File: src/rtl/intc_pkg.sv
// Shared types and constants for the interrupt controller.
// Holds the FSM state encoding and the decode constants for RTI and IN/OUT.
package intc_pkg;

    localparam int N_IRQ_DEF = 4;

    typedef enum logic [1:0] {
        IDLE    = 2'b00,
        REQ     = 2'b01,
        SERVICE = 2'b10
    } state_e;

    // Decode constants the CPU uses to generate rti_retire and ien_we
    localparam logic [3:0] OP_RTI = 4'b1011;
    localparam logic [1:0] RA_RTI = 2'b11;
    localparam logic [3:0] OP_IO  = 4'b0111;
    localparam logic [1:0] RA_OUT = 2'b10;
    localparam logic [1:0] RA_IN  = 2'b11;

endpackage

File: src/rtl/irq_sync_edge.sv
// Per-line synchroniser chain plus a history flop that yields a one-cycle
// rise pulse. History resets to 0, so a line held high across reset gives an edge.
module irq_sync_edge
    import intc_pkg::*;
#(
    parameter int SYNC_STAGES = 2
) (
    input  logic clk,
    input  logic rst,
    input  logic async_in,
    output logic rise
);

    logic [SYNC_STAGES-1:0] sync_q, sync_d;
    logic                   hist_q, hist_d;

    always_comb begin
        sync_d = {sync_q[SYNC_STAGES-2:0], async_in};
        hist_d = sync_q[SYNC_STAGES-1];
    end

    always_ff @(posedge clk) begin
        if (rst) begin
            sync_q <= '0;
            hist_q <= 1'b0;
        end else begin
            sync_q <= sync_d;
            hist_q <= hist_d;
        end
    end

    assign rise = sync_q[SYNC_STAGES-1] & ~hist_q;

endmodule

File: src/rtl/intr_controller.sv
// Interrupt requester for the pipelined CPU: latches IRQ edges, arbitrates by
// fixed priority (lowest index wins) and runs the INTR / Inject_Int / RTI handshake.
module intr_controller
    import intc_pkg::*;
#(
    parameter  int N_IRQ       = N_IRQ_DEF,
    parameter  int SYNC_STAGES = 2,
    localparam int ID_W        = $clog2(N_IRQ)
) (
    input  logic             clk,
    input  logic             rst,
    input  logic [N_IRQ-1:0] irq_in,
    input  logic             int_ack,
    input  logic             rti_retire,
    input  logic             ien_we,
    input  logic [N_IRQ-1:0] ien_wdata,
    output logic             INTR,
    output logic [ID_W-1:0]  irq_id,
    output logic             in_service,
    output logic [N_IRQ-1:0] irq_pending,
    output logic             irq_overrun
);

    function automatic logic [ID_W-1:0] prio_enc(input logic [N_IRQ-1:0] v);
        prio_enc = '0;
        for (int i = N_IRQ - 1; i >= 0; i--)
            if (v[i]) prio_enc = ID_W'(i);
    endfunction

    logic [N_IRQ-1:0] rise;

    for (genvar g = 0; g < N_IRQ; g++) begin : g_line
        irq_sync_edge #(.SYNC_STAGES(SYNC_STAGES)) u_sync (
            .clk      (clk),
            .rst      (rst),
            .async_in (irq_in[g]),
            .rise     (rise[g])
        );
    end

    state_e           state_q, state_d;
    logic [N_IRQ-1:0] pend_q, pend_d;
    logic [N_IRQ-1:0] ien_q, ien_d;
    logic [N_IRQ-1:0] clr;
    logic [ID_W-1:0]  id_q, id_d;
    logic             intr_q, intr_d;
    logic             svc_q, svc_d;
    logic             ovr_q, ovr_d;

    always_comb begin
        state_d = state_q;
        id_d    = id_q;
        intr_d  = intr_q;
        svc_d   = svc_q;
        clr     = '0;
        case (state_q)
            IDLE: begin
                if (|(pend_q & ien_q)) begin
                    id_d    = prio_enc(pend_q & ien_q);
                    intr_d  = 1'b1;
                    state_d = REQ;
                end
            end
            REQ: begin
                // id and INTR stay frozen here regardless of ien/pending changes
                if (int_ack) begin
                    clr     = N_IRQ'(1) << id_q;
                    intr_d  = 1'b0;
                    svc_d   = 1'b1;
                    state_d = SERVICE;
                end
            end
            SERVICE: begin
                if (rti_retire) begin
                    svc_d   = 1'b0;
                    state_d = IDLE;
                end
            end
            default: begin
                intr_d  = 1'b0;
                svc_d   = 1'b0;
                state_d = IDLE;
            end
        endcase
        // A new edge on the line being acked wins over the clear and is not an overrun
        pend_d = (pend_q & ~clr) | rise;
        ovr_d  = |(rise & pend_q & ~clr);
        ien_d  = ien_we ? ien_wdata : ien_q;
    end

    always_ff @(posedge clk) begin
        if (rst) begin
            state_q <= IDLE;
            pend_q  <= '0;
            ien_q   <= '1;
            id_q    <= '0;
            intr_q  <= 1'b0;
            svc_q   <= 1'b0;
            ovr_q   <= 1'b0;
        end else begin
            state_q <= state_d;
            pend_q  <= pend_d;
            ien_q   <= ien_d;
            id_q    <= id_d;
            intr_q  <= intr_d;
            svc_q   <= svc_d;
            ovr_q   <= ovr_d;
        end
    end

    assign INTR        = intr_q;
    assign irq_id      = id_q;
    assign in_service  = svc_q;
    assign irq_pending = pend_q;
    assign irq_overrun = ovr_q;

endmodule

File: config.mk
export PLATFORM = sky130hd
export DESIGN_NAME = intr_controller
export DESIGN_NICKNAME = d
export VERILOG_FILES = /design/src/rtl/intc_pkg.sv /design/src/rtl/irq_sync_edge.sv /design/src/rtl/intr_controller.sv
export SDC_FILE = /design/constraint.sdc
export NUM_CORES = 1
export LEC_CHECK = 0
export BUFFER_PORTS_ARGS = -buffer_cell sky130_fd_sc_hd__buf_4
export CORE_ASPECT_RATIO = 1.25
export CORE_MARGIN = 4
export CORE_UTILIZATION = 50
export DETAILED_ROUTE_END_ITERATION = 7
export GPL_TIMING_DRIVEN = 0
export PLACE_DENSITY = 0.77
export SETUP_SLACK_MARGIN = 0.1
export SLEW_MARGIN = 20
export SYNTH_ARGS = -nofsm -noshare
export SYNTH_HDL_FRONTEND = slang
export SYNTH_SLANG_ARGS = --single-unit
export TNS_END_PERCENT = 50
File: constraint.sdc
create_clock -name clk -period 1.42 [get_ports clk]
set_input_delay 0.355 -clock clk [delete_from_list [all_inputs] [get_ports clk]]
set_output_delay 0.355 -clock clk [all_outputs]
set_load 0.03 [all_outputs]
==> metrics.txt <==
flops & latches, synth=27; synthesized area=948 um2; Crit Path Class=reg2out; Initial Util=53.1%; final hold violations=0; via count=737; area taken by multi-input logic gates=403 um2; post-place instance area=0.00113 mm2; R2R Path Start=irq_id[1]; Crit path required time=1070 ps; crit path DAT=960 ps; Ant. Diodes=0; H-tree depth=1; post-synthesis instance total=95; CP max stage delay=450 ps; power density of the placed cells=1160 mW/mm2; endpoints failing setup=0; synth unique cells=23; Top Family by Delay on Critical Path=flip-flops; syn avg cell area=9.98 um2; drt initial violations=5; Setup Buffers After CTS=0; FF/Latch Area=547 um2; core footprint=0.00179 mm2; first-pass GRT wire length=2790 um; worst hold margin=232 ps; Antenna Violating Nets Remaining=0; Critical Path Start Type=flop; Placed Cells incl. Taps=135; Hold Path Class=in2reg; CTS clk-pin slew, worst paths=140 ps; Tot GR Track Use=14.3%; vias in the first global route=671; peak supply drop=0.000673 V; maxcap violations=0; WP depth=1; CP Max Fanout=4; WP buf/inv=1; Rows=17; cts hold-fix bufs=0; crit path time final=1320 ps; worst hold start=ien_wdata[0]; R2R depth=4; register area share after synthesis=57.0%; final clock skew=10.6 ps; number of synthesis warnings=0; # nets final=134; Relative slew margins=68.3%; outcome=finished clean; vias per inst=5.30; fmax=0.759 GHz; Slew Limit Fails=0; unrepaired setup endpoints after global routing=yes; share of layout cells above drive strength 1=27.5%; Leak=0.465 nW; CTS Sinks=27; clock latency on the worst-skew pair=310 ps; port bufs=21; WHS Path Cells=2; Design Area, Final=0.00117 mm2; post-synth net total=108; final setup TNS=0 ps; Cell Chain, Critical Path=buf_4; DRC Markers=0; Worst setup EP type=primary output; Max Buffers Root-to-Sink=2; root buffer cell=clkbuf_4; die area=0.00266 mm2; Critical Path Source=irq_pending[1]; Critical-path top delay cell=dfxtp_1; P&R area growth vs syn=23.4%; non-filler cells in the finished layout=139; DR pass1 iterations=2; routed wire length per instance=12.1 um; Die Ht=56.7 um; GP Congestion=0.755; CTS tree=yes; drt total wl=1690 um; Worst Tran Pin Value=475 ps; initial antenna violation count=0; Die X=47.0 um; fin crit share=92.7%; I/O pin total=22; GRT Residual Overflow=0; Inserted Clock Buffers=3; largest net degree at the start of global routing=15; Fillers=162
where the power goes:
group          switching (mW)  total, mW  internal (mW)  leakage, nW
Sequential             0.0301      0.834          0.804        0.224
Combinational           0.110      0.204         0.0944        0.226
Clock                   0.207      0.317          0.110       0.0150
cells in the mapped netlist:
library cell	n	share of area, %
nor3_1	1	0.53
buf_2	1	0.53
nor2b_1	19	13
nand2b_1	3	2.0
o21ai_1	3	1.6
a2111oi_0	1	0.92
o21ai_0	2	1.1
a32oi_1	1	0.92
a31oi_1	1	0.66
nor2_2	1	0.66
nand4_1	1	0.66
a211oi_1	1	0.79
clkbuf_1	2	0.79
dfxtp_1	27	57
nand2_1	7	2.8
nand3_1	1	0.53
a22o_1	2	1.8
nor2_1	3	1.2
nand4b_1	2	1.8
o22a_1	1	0.92
or3b_1	1	0.92
a21oi_1	9	4.7
a211o_1	5	4.6
layout make-up:
class,count,area share [%]
buffer,3,1.07
clock buffer,4,2.25
multi-input combinational,65,34.4
sequential,27,46.7
tap,19,2.03
timing repair buffer,21,13.5
cell usage in the layout, fill, tap and decap left out:
cell type	synthesis	final
o21ai_1	3	1
nor2b_1	19	19
dfxtp_2	0	5
a211oi_1	1	1
buf_2	1	1
a31oi_1	1	1
a32oi_1	1	1
nor3_1	1	1
a21oi_1	9	9
o22a_1	1	1
nor2_2	1	1
nand2b_1	3	3
clkbuf_4	0	3
nand2_1	7	7
o21ai_0	2	2
dfxtp_1	27	22
o21ai_2	0	2
clkbuf_1	2	3
buf_4	0	21
a22o_1	2	2
or3b_1	1	1
nand3_1	1	1
a2111oi_0	1	1
a211o_1	5	5
nor2_1	3	3
nand4_1	1	1
nand4b_1	2	2
state kept, by name (all words and copies together), names as in the netlist:
signal and flops:
g_line.u_sync.sync_q 8, in_service 1, irq_pending 4, INTR 1, ien_q 4, irq_overrun 1, irq_id 2, g_line.u_sync.hist_q 4
state_q 2
routing by layer:
metal  routed length (um)  global-route usage, %
met1                  754                   17.8
met5                    0                      0
met2                  822                   21.9
met3                   96                   3.85
met4                   12                   7.11
timing repair:
| item | in CTS | in global routing |
|---|---|---|
| gates resized for setup | 0 | 7 |
| endpoints found under the setup margin | 0 | 8 |
| hold endpoints to repair | 0 | 0 |
metrics by stage:
| stage | utilization, % | power [mW] | worst slack [ps] |
|---|---|---|---|
| after global placement | 63.2 | 1.04 | 84.9 |
| after CTS | 64.7 | 1.36 | 107 |
| after floorplan | - | 0.970 | 109 |
| after detailed placement | 63.2 | 1.05 | 62.0 |
| after global routing | 65.5 | 1.44 | 52.3 |
| final | 65.5 | 1.36 | 103 |
path summary, 6_finish.rpt:
kind	end	slack, ps
worst max-delay path	irq_pending[1]	100
worst min-delay path	ien_q[0]	230
worst max register to register	irq_overrun	120
worst min register to register	g_line[2].u_sync.sync_q[1]	450
kinds of logic after synthesis:
| group | Yosys count | synth area share, % |
|---|---|---|
| buffers and inverters | 3 | 1.32 |
| AOI/OAI and AO/OA | 26 | 18.1 |
| and+or+nand+nor | 39 | 23.6 |
| DFF | 27 | 57.0 |
(Power assumes the default switching activity.)
